===== src/rtl/debounce_pkg.sv =====
// Shared types and defaults for the push-button debouncer bank.
// Optional feature macro: DEBOUNCE_REPEAT_EN (auto-repeat of press strobes).
package debounce_pkg;

  // Per-channel qualification state.
  typedef enum logic {
    STABLE   = 1'b0,
    CHANGING = 1'b1
  } deb_state_t;

  // Default timings at the board clock.
  localparam int DEF_STABLE_CYCLES = 10000;
  localparam int DEF_REPEAT_DELAY  = 5000000;
  localparam int DEF_REPEAT_PERIOD = 1000000;

  // Bits needed to hold values 0..count.
  function automatic int cnt_width(input int count);
    return (count < 1) ? 1 : $clog2(count + 1);
  endfunction

endpackage


===== src/rtl/debounce_channel.sv =====
// One button channel: synchroniser, stable-time qualifier FSM and strobes.
// Optional feature macro: DEBOUNCE_REPEAT_EN adds auto-repeat press strobes.
module debounce_channel
  import debounce_pkg::*;
#(
  parameter int STABLE_CYCLES = DEF_STABLE_CYCLES,
  parameter int SYNC_STAGES   = 2,
  parameter int REPEAT_DELAY  = DEF_REPEAT_DELAY,
  parameter int REPEAT_PERIOD = DEF_REPEAT_PERIOD
) (
  input  logic clk,
  input  logic reset,
  input  logic button_push,
  output logic level,
  output logic press,
  output logic release_strobe
);

  localparam int CW = cnt_width(STABLE_CYCLES);
  localparam logic [CW-1:0] CNT_MAX = CW'(STABLE_CYCLES);

  logic [SYNC_STAGES-1:0] sync_reg;
  logic                   samp;
  deb_state_t             state_reg, state_next;
  logic [CW-1:0]          cnt_reg, cnt_next;
  logic                   level_reg, level_next;
  logic                   press_reg, release_reg;
  logic                   accept_rise, accept_fall;
  logic                   rpt_fire;

  assign samp = sync_reg[SYNC_STAGES-1];

  // Shift the raw pin through the synchroniser chain.
  always_ff @(posedge clk) begin
    if (reset) sync_reg <= '0;
    else       sync_reg <= {sync_reg[SYNC_STAGES-2:0], button_push};
  end

  // Qualify a change only after it has persisted for STABLE_CYCLES.
  always_comb begin
    state_next  = state_reg;
    cnt_next    = cnt_reg;
    level_next  = level_reg;
    accept_rise = 1'b0;
    accept_fall = 1'b0;
    case (state_reg)
      STABLE: begin
        if (samp != level_reg) begin
          state_next = CHANGING;
          cnt_next   = CW'(1);
        end else begin
          cnt_next = '0;
        end
      end
      CHANGING: begin
        if (samp == level_reg) begin
          state_next = STABLE;
          cnt_next   = '0;
        end else if (cnt_reg == CNT_MAX) begin
          level_next  = ~level_reg;
          accept_rise = ~level_reg;
          accept_fall = level_reg;
          state_next  = STABLE;
          cnt_next    = '0;
        end else begin
          cnt_next = cnt_reg + 1'b1;
        end
      end
      default: begin
        state_next = STABLE;
        cnt_next   = '0;
      end
    endcase
  end

  // State, counter, level and registered strobes.
  always_ff @(posedge clk) begin
    if (reset) begin
      state_reg   <= STABLE;
      cnt_reg     <= '0;
      level_reg   <= 1'b0;
      press_reg   <= 1'b0;
      release_reg <= 1'b0;
    end else begin
      state_reg   <= state_next;
      cnt_reg     <= cnt_next;
      level_reg   <= level_next;
      press_reg   <= accept_rise | rpt_fire;
      release_reg <= accept_fall;
    end
  end

`ifdef DEBOUNCE_REPEAT_EN
  localparam int RPT_MAX_VAL = (REPEAT_DELAY > REPEAT_PERIOD) ? REPEAT_DELAY : REPEAT_PERIOD;
  localparam int RW = cnt_width(RPT_MAX_VAL);
  localparam logic [RW-1:0] RPT_SAT = RW'(RPT_MAX_VAL);

  logic [RW-1:0] rpt_reg;
  logic [RW-1:0] rpt_inc;
  logic [RW-1:0] rpt_target;
  logic          armed_reg;

  // First repeat waits REPEAT_DELAY, later ones REPEAT_PERIOD; an accepted
  // release suppresses any repeat in its own cycle.
  always_comb begin
    rpt_inc    = rpt_reg + 1'b1;
    rpt_target = armed_reg ? RW'(REPEAT_PERIOD) : RW'(REPEAT_DELAY);
    rpt_fire   = level_reg & ~accept_fall & (rpt_reg != RPT_SAT) & (rpt_inc == rpt_target);
  end

  // Hold-time counter: restarts on every accepted edge and after each repeat.
  always_ff @(posedge clk) begin
    if (reset || accept_rise || accept_fall) begin
      rpt_reg   <= '0;
      armed_reg <= 1'b0;
    end else if (level_reg) begin
      if (rpt_fire) begin
        rpt_reg   <= '0;
        armed_reg <= 1'b1;
      end else if (rpt_reg != RPT_SAT) begin
        rpt_reg <= rpt_inc;
      end
    end
  end
`else
  // Repeat timing has no effect in this build; the expression is constant 0.
  assign rpt_fire = (REPEAT_DELAY < 0) && (REPEAT_PERIOD < 0);
`endif

  assign level          = level_reg;
  assign press          = press_reg;
  assign release_strobe = release_reg;

endmodule


===== src/rtl/debounce_bank.sv =====
// Bank of N_CH independent debounced button channels.
// Optional feature macro: DEBOUNCE_REPEAT_EN (auto-repeat of press strobes).
// The release strobe port is release_strobe because release is a reserved word.
module debounce_bank
  import debounce_pkg::*;
#(
  parameter int N_CH          = 4,
  parameter int STABLE_CYCLES = DEF_STABLE_CYCLES,
  parameter int SYNC_STAGES   = 2,
  parameter int REPEAT_DELAY  = DEF_REPEAT_DELAY,
  parameter int REPEAT_PERIOD = DEF_REPEAT_PERIOD
) (
  input  logic            clk,
  input  logic            reset,
  input  logic [N_CH-1:0] button_push,
  output logic [N_CH-1:0] level,
  output logic [N_CH-1:0] press,
  output logic [N_CH-1:0] release_strobe
);

  // One identical conditioner per button.
  for (genvar gi = 0; gi < N_CH; gi++) begin : g_ch
    debounce_channel #(
      .STABLE_CYCLES(STABLE_CYCLES),
      .SYNC_STAGES  (SYNC_STAGES),
      .REPEAT_DELAY (REPEAT_DELAY),
      .REPEAT_PERIOD(REPEAT_PERIOD)
    ) u_ch (
      .clk           (clk),
      .reset         (reset),
      .button_push   (button_push[gi]),
      .level         (level[gi]),
      .press         (press[gi]),
      .release_strobe(release_strobe[gi])
    );
  end

endmodule

===== config.mk =====
export PLATFORM = sky130hd
export DESIGN_NAME = debounce_bank
export DESIGN_NICKNAME = d
export VERILOG_FILES = /design/src/rtl/debounce_pkg.sv /design/src/rtl/debounce_channel.sv /design/src/rtl/debounce_bank.sv
export SDC_FILE = /design/constraint.sdc
export NUM_CORES = 1
export LEC_CHECK = 0
export CORE_UTILIZATION = 55
export CTS_BUF_LIST = sky130_fd_sc_hd__clkbuf_4
export DETAILED_ROUTE_END_ITERATION = 12
export PLACE_DENSITY = 0.82
export SLEW_MARGIN = 20
export SYNTH_ARGS = -nofsm -noshare
export SYNTH_HDL_FRONTEND = slang
export SYNTH_SLANG_ARGS = --single-unit

===== constraint.sdc =====
create_clock -name clk -period 2.78 [get_ports clk]
set_clock_uncertainty 0.1 [all_clocks]
set_input_delay 0.695 -clock clk [delete_from_list [all_inputs] [get_ports clk]]
set_output_delay 0.695 -clock clk [all_outputs]
set_load 0.005 [all_outputs]

==> reports/results.txt, run 1 <==
Outcome -> finished clean
Leakage dissipation -> 1.14 nW
Die area -> 6700 sq um
Max FFs per register -> 56
RD Place Congestion -> 0.805
Gr usage total -> 19.1%
MaxCap Viol Count -> 0
Power per standard cell area -> 507 nW/um^2
Worst setup startpoint -> g_ch[2].u_ch.cnt_reg[0]$_SDFF_PP0_
Syn Inst Count -> 389
Seq/Total Area, Yosys -> 45.7%
Top FF cell, synth -> dfxtp_1
Drt first pass iters -> 6
GR Overflow Total -> 0
Synth top cells by count -> 80 x dfxtp_1, 75 x nor2_1, 37 x xnor2_1
Via Count -> 2492
Antenna diodes -> 0
I/O pin count -> 18
Setup TNS Final -> 0 ps
Hold Crit Start -> g_ch[1].u_ch.sync_reg[0]$_SDFF_PP0_
Top post-synthesis cells by area -> dfxtp_1 46%, xnor2_1 9.2%, nor2_1 8.0%
Via density per instance -> 5.18
Async SR Flop Fraction -> 0%
Final net count -> 415
Layout area overhead -> 8.63%
Slew Viols, Final -> 0
Tcrit/Tclk final -> 80.3%
Crit start category -> flop
Clk Tree Root Cell -> clkbuf_4
Unrepaired setup endpoints after global routing -> false
Final Hold Fails -> 0
# hold bufs at CTS -> 0
Min cycle time layout -> 2230 ps
Post_cts resized -> 0
Most frequent cell after synthesis -> dfxtp_1
Crit Path Class -> reg2reg
Mapped cell area -> 3510 sq um
First-pass GRT wire length -> 9780 microns
Syn Nets -> 403
FMAX -> 0.448 GHz
Core Rows -> 28
CP Max Fanout -> 13
Fin util -> 63.2%
CTS Sinks -> 80
Register bit total from synthesis -> 80
Syn Area/Cell -> 9.02 sq um
Clock transition at path regs -> 110 ps
Worst R2R Start -> g_ch[2].u_ch.cnt_reg[0]$_SDFF_PP0_
Die Height -> 81.9 microns
Final setup fails -> 0
Layout cells sized above 1 -> 6.40%
Syn. warnings -> 0
Overall routed net length -> 5660 microns
Initial antenna violation count -> 0
Post-DP HPWL -> 4070 microns
Number of distinct library cells after synthesis -> 39
Hold Crit Class -> reg2reg
Routed Antenna Nets -> 0
Worst EP required -> 2960 ps
CTS H-tree lvls -> 3
Input/output buffers -> 17
Largest net degree at the start of global routing -> 14
Clk_lat worst skew -> 410 ps
Bufs on Longest Clock Path -> 2
TritonCTS clock tree -> yes
Core area -> 6030 sq um
Post-synth EDFFs -> 0
Postcts setup bufs -> 0
DRC -> 0
FILL cells -> 503
Synth top area share -> 45.7%
CTS buffer count -> 9
Slew HR -> 61.3%
Iteration-0 DRC Markers -> 70
Chip width -> 81.9 microns
Drt wl/cell -> 11.8 microns
Worst Setup End Kind -> flop
Worst Path Arrival -> 2420 ps
Peak VDD IR -> 0.498 mV
Starting density of the core -> 58.2%
Area leader, netlist -> dfxtp_1
Worst-margin pin slew -> 575 ps
Vias in the first global route -> 2237
kinds of logic after synthesis:
kind of cell / share of synthesized area [%]
fa+ha+maj: 2.85
mux: 0.856
xor+xnor: 12.2
compound gates: 2.21
buf+inv: 6.10
flops: 45.7
simple gates: 30.1
cell usage in the layout, fill, tap and decap left out, drive strengths merged, types with 12 or more instances in the layout:
master	instances
nor3	13
dfxtp	80
xnor2	37
xor2	12
inv	21
nand3	20
nand2	23
clkdlybuf4s50	17
nor2	75
nor4	12
power by group:
part           total (mW)  switching, mW  internal [mW]
Sequential           1.16        0.00580           1.15
Clock               0.743          0.372          0.371
Combinational      0.0292         0.0128         0.0164
Total                1.93          0.391           1.54
critical path: stages, from the launching register on:
cell	delay (ps)
dfxtp_1	350
inv_1	70
ha_1	130
or4bb_1	530
nor4_4	390
nand3b_1	440
nor2_1	100
per-layer routing:
layer,track usage (%),vias to the layer above,routed length [microns]
met5,0,-,0
met4,6.14,0,63
met3,6.67,5,244
met2,30.5,42,2550
met1,23.8,1129,2800
li1,-,1316,-
cell type report:
class                           instances  area, sq um  share of cell area, %
Clock inverter                          6         83.8                   2.20
Tap cell                               75         93.8                   2.46
Sequential cell                        80         1600                   42.0
Multi-Input combinational cell        270         1690                   44.4
Inverter                               21         78.8                   2.07
Timing Repair Buffer                   19          185                   4.86
Clock buffer                           10         75.1                   1.97
final timing paths:
| check | depth (start not counted) | end | slack (ps) |
|---|---|---|---|
| max | 6 | g_ch[2].u_ch.cnt_reg[6]$_SDFF_PP0_ | 550 |
| max reg2reg | 6 | g_ch[2].u_ch.cnt_reg[6]$_SDFF_PP0_ | 550 |
| min | 1 | g_ch[1].u_ch.sync_reg[1]$_SDFF_PP0_ | 350 |
| min reg2reg | 1 | g_ch[1].u_ch.sync_reg[1]$_SDFF_PP0_ | 350 |
per-stage QoR:
step                      area, sq um  hold slack, ps  total power, mW  worst slack [ps]  cells
final                            3810             350             1.93               549    481
after global routing             3810             364             2.02               420    481
after CTS                        3810             354             1.96               534    481
after detailed placement         3650             330             1.22               507    465
after global placement           3650             319             1.21               573    465
after floorplan                  3510             314             1.20               821    389
No activity file was read; power rests on OpenSTA's default activity.
==> run 2: changes to the inputs <==
==> constraint.sdc (replaced) <==
create_clock -name clk -period 2.08 [get_ports clk]
set_clock_uncertainty 0.1 [all_clocks]
set_input_delay 0.52 -clock clk [delete_from_list [all_inputs] [get_ports clk]]
set_output_delay 0.52 -clock clk [all_outputs]
set_load 0.005 [all_outputs]
==> run 2 against run 1 <==
  * Sequential share of layout area shrank 0.66 points
  * Critical endpoint is now g_ch[3].u_ch.cnt_reg[11]$_SDFF_PP0_
  * Largest cell class unchanged
  * Die area is the same
  * Critical path depth shrank 2
  * Critical path type unchanged
  * Via count grew 3.2%
  * Count of clock-buffer cells in the layout shrank 1
  * Highest routed layer unchanged
  * Total power grew 33%
==> reports/results.txt, run 2 (same netlist as run 1, synthesis figures left out) <==
Total power -> 2.58 mW
Multi-input combinational cell area -> 1700 sq um
Routed Antenna Nets -> 0
Bufs on Longest Clock Path -> 2
Starting density of the core -> 58.2%
Clk Tree Root Cell -> clkbuf_4
Worst path max stage delay -> 550 ps
Worst Setup End Kind -> flop
Input/output buffers -> 17
Peak VDD IR -> 0.354 mV
Final non-filler cell total -> 489
Core area -> 6030 sq um
First-pass GRT wire length -> 9890 microns
Most Used Layer, Global Route -> met2
Crit Path Class -> reg2reg
Drt first pass iters -> 4
CP Max Fanout -> 13
CP max-delay cell -> or4b_1
TritonCTS clock tree -> yes
Outcome -> finished clean
Slew Viols, Final -> 0
Die Height -> 81.9 microns
Worst path bufs/invs -> 0
CP top delay family -> simple AND/OR/NAND/NOR gates
Tcrit/Tclk final -> 96.1%
Gr usage total -> 19.7%
Max FFs per register -> 56
MaxCap Viol Count -> 0
Layout area overhead -> 10.5%
CTS Sinks -> 80
Sequential cell area -> 1600 sq um
Fin util -> 64.3%
Met1 GRT Util -> 24.3%
Clock transition at path regs -> 110 ps
Drt wl/cell -> 12.1 microns
CTS buffer count -> 9
Chip width -> 81.9 microns
Most common cell after layout, fill and taps aside -> dfxtp_1
Clk_lat worst skew -> 430 ps
Post-DP HPWL -> 4120 microns
M3 GR Usage -> 6.33%
Hold Crit Class -> reg2reg
Slew HR -> 70.3%
Iteration-0 DRC Markers -> 77
Antenna diodes -> 0
# hold bufs at CTS -> 0
Core Rows -> 28
Layout cells sized above 1 -> 8.70%
Crit start category -> flop
Via density per instance -> 5.26
Worst Path Arrival -> 2210 ps
Largest net degree at the start of global routing -> 14
Placed cells -> 473
Overall routed net length -> 5930 microns
Worst-margin pin slew -> 442 ps
Most frequent cells in the layout -> 79 x dfxtp_1, 75 x nor2_1, 37 x xnor2_1, 23 x nand2_1, 21 x inv_1
FILL cells -> 500
DRC -> 0
Worst EP required -> 2290 ps
Via Count -> 2572
M2 GR Usage -> 31.7%
Cell Area, Placed -> 3710 sq um
Power per standard cell area -> 666 nW/um^2
CP cell instances -> or4b_1 > or4_4 > nand3_2 > nor2_1
Leakage dissipation -> 1.18 nW
RD Place Congestion -> 0.864
GR Overflow Total -> 0
CTS H-tree lvls -> 3
Final net count -> 423
Final setup fails -> 0
FMAX -> 0.500 GHz
Final Hold Fails -> 0
Vias in the first global route -> 2267
Initial antenna violation count -> 0
Min cycle time layout -> 2000 ps
Die area -> 6700 sq um
Post-Layout Inst Area -> 3870 sq um
I/O pin count -> 18
==> run 2: changes by cell type in the layout (fill, tap and decap cells not counted), sizes merged <==
| cell | delta |
|---|---|
| buf | +8 |
| clkinvlp | +1 |
| clkbuf | -1 |
==> run 2: final timing paths <==
path	from	to	slack (ps)	cells past startpoint
hold reg to reg	g_ch[1].u_ch.sync_reg[0]$_SDFF_PP0_	g_ch[1].u_ch.sync_reg[1]$_SDFF_PP0_	350	1
hold / removal	g_ch[1].u_ch.sync_reg[0]$_SDFF_PP0_	g_ch[1].u_ch.sync_reg[1]$_SDFF_PP0_	350	1
setup / recovery	g_ch[3].u_ch.cnt_reg[5]$_SDFF_PP0_	g_ch[3].u_ch.cnt_reg[11]$_SDFF_PP0_	80	4
setup reg to reg	g_ch[3].u_ch.cnt_reg[5]$_SDFF_PP0_	g_ch[3].u_ch.cnt_reg[11]$_SDFF_PP0_	80	4
==> run 2: what timing repair did <==
item | in CTS | in global routing
resized for setup | 0 | 3
setup endpoints to repair | 0 | 2
buffers inserted | 0 | 0
hold endpoints to repair | 0 | 0
==> run 2: worst register-to-register path: stages, from the launching register on <==
cell and delay [ps]:
dfxtp_1 370, or4b_1 550, or4_4 540, nand3_2 240
nor2_1 90
==> run 2: through the flow <==
step | setup WS [ps] | hold slack [ps] | setup TNS, ps
after floorplan | 121 | 314 | 0
after global placement | 135 | 320 | 0
after detailed placement | 64.9 | 334 | 0
after CTS | 44.8 | 359 | 0
after global routing | -15.6 | 374 | -37.3
final | 80.9 | 354 | 0
==> run 2: report_power, final <==
group          total (mW)  internal, mW  switching, mW
clock               0.989         0.475          0.514
combinational      0.0396        0.0221         0.0175
sequential           1.55          1.54        0.00779
==> run 2: layout make-up <==
class                      count  share of cell area, %
inverter                      21                   2.03
sequential                    80                   41.4
clock buffer                   9                   1.74
timing repair buffer          27                   6.33
tap                           75                   2.42
multi-input combinational    270                   43.9
clock inverter                 7                   2.23
==> run 2: metal layers <==
metal,up-vias,share of wire [%]
li1,1322,-
met1,1189,47
met2,49,47
met3,12,3.9
met4,0,2.3
met5,-,0
==> run 3: changes to the inputs <==
--- a/config.mk
+++ b/config.mk
@@ -13,3 +13,4 @@
 export SYNTH_ARGS = -nofsm -noshare
 export SYNTH_HDL_FRONTEND = slang
 export SYNTH_SLANG_ARGS = --single-unit
+export TNS_END_PERCENT = 5
==> results of run 3 <==
Final layout, timing and power as in run 2 (identical DEF).
==> variant (flow settings as in run 3) <==
Register the output `release_strobe`; this adds one clock of latency there. The other outputs are not delayed to match.
--- a/src/rtl/debounce_bank.sv
+++ b/src/rtl/debounce_bank.sv
@@ -20,2 +20,4 @@
 
+  logic [N_CH-1:0] release_strobe_d;
+
   // One identical conditioner per button.
@@ -33,3 +35,3 @@
       .press         (press[gi]),
-      .release_strobe(release_strobe[gi])
+      .release_strobe(release_strobe_d[gi])
     );
@@ -37,2 +39,6 @@
 
+  always_ff @(posedge clk) begin
+      release_strobe <= release_strobe_d;
+  end
+
 endmodule
Behaviour: same outputs for any inputs over 10 cycles, from zero or initial values and one cycle with reset high; that may be too few to reach the edited logic, so the function may still have changed.
==> variant against run 3 <==
Wire length increased by 1.4%. Synthesized cell count decreased by 2.3%. Global-route usage increased by 0.48 points. Power increased by 5.1%. Final area increased by 1.1%. Area after synthesis increased by 0.25%. Register-to-register slack improved by 0.05 ns. Core utilization increased by 0.73 points. Worst setup slack improved by 0.026 ns. Sequential cell count increased by 4.
==> variant: results <==
set metrics [dict create \
    outcome "finished, final reports clean" \
    worst_slack_ns 0.106 \
    grt_use_met1 0.236 \
    holdPathEnd "release_strobe[0]" \
    vias 2514 \
    grt_first_pass_wirelength_um 10300 \
    cp_max_fo 4 \
    nNetsFinal 414 \
    leakagePower_nw 1.23 \
    hold_start "g_ch[0].u_ch.release_strobe" \
    yosys-top-cells-count "dfxtp_1 (84), nor2_1 (70), xnor2_1 (39)" \
    grtUsageMet3 0.0656 \
    dpl_cell_area_um2 3740 \
    r2r_slack_ns 0.13 \
    synth.area.top_cells "dfxtp_1 (48%), xnor2_1 (9.7%), nor2_1 (7.5%)" \
    pre_cts_slack_ns 0.0867 \
    grt_max_degree 24 \
    clk_latency_ns 0.41 \
    power.switching_mw 0.565 \
    p_int_mw 2.15 \
    numCtsBuffers 9 \
    crit_start "g_ch[0].u_ch.level" \
    wl_met2_um 2960 \
    dpl.cell_count 464 \
    p_seq_frac 0.601 \
    worst_slew_pin_slew_ns 0.371 \
    dp_hpwl_um 4210 \
    met2_usage 0.346 \
    gp_congestion 0.803 \
    peakVddDrop_v 0.000630 \
    cp.arrival_ns 1.35 \
    final_layout_size_suffix_gt1_frac 0.0765 \
    ys_seq_area_frac 0.478 \
    p_comb_mw 0.0423 \
    syn_nets 394 \
    drtIter0Drc 66 \
    cpPeakStageDelay_ns 0.53 \
    cpLargestDelayFamily "buffers and inverters" \
    routed_wl_um 6010 \
    endpoint "level[0]" \
    timing.hold.ws_ns 0.222 \
    synth_cell_types 40 \
    path_clk_slew_ns 0.13 \
    min_path_cells 0 \
    wl_met1_um 2780 \
    reg2reg_to "g_ch[0].u_ch.cnt_reg[1]" \
    globalRouteTotalUtil 0.202 \
    wl_met3_um 170 \
    stdcell_count 480 \
    avgSynthCellArea_um2 9.25 \
    r2r_start "g_ch[0].u_ch.cnt_reg[2]" \
    crit_slowest_cell "clkdlybuf4s50_1" \
]
## variant: cell types whose count changed in the layout (fill, tap and decap cells not counted), sizes merged, moves of 4 or more
| cell | delta |
|---|---|
| dfxtp | +4 |
| buf | -4 |
| or4 | -4 |
| nor2 | -5 |
| nand2 | -6 |
## variant: final cells by class
class,count,area [um2]
Multi-Input combinational cell,263,1680
Fill cell,497,2110
Clock inverter,6,86.3
Sequential cell,84,1680
Inverter,19,71.3
Timing Repair Buffer,23,228
Clock buffer,10,75.1
Tap cell,75,93.8
## variant: kinds of logic after synthesis
logic type / count (synthesis) / share of synthesized area
buf+inv: 33 / 0.0484
xor+xnor: 50 / 0.125
compound gates: 7 / 0.0107
simple gates: 194 / 0.298
mux: 4 / 0.0114
fa+ha+maj: 8 / 0.0285
flops: 84 / 0.478
## variant: repair_timing
item / CTS / global route
resized for setup: 0 / 3
buffers inserted: 0 / 0
hold endpoints to repair: 0 / 0
setup endpoints to repair: 0 / 21
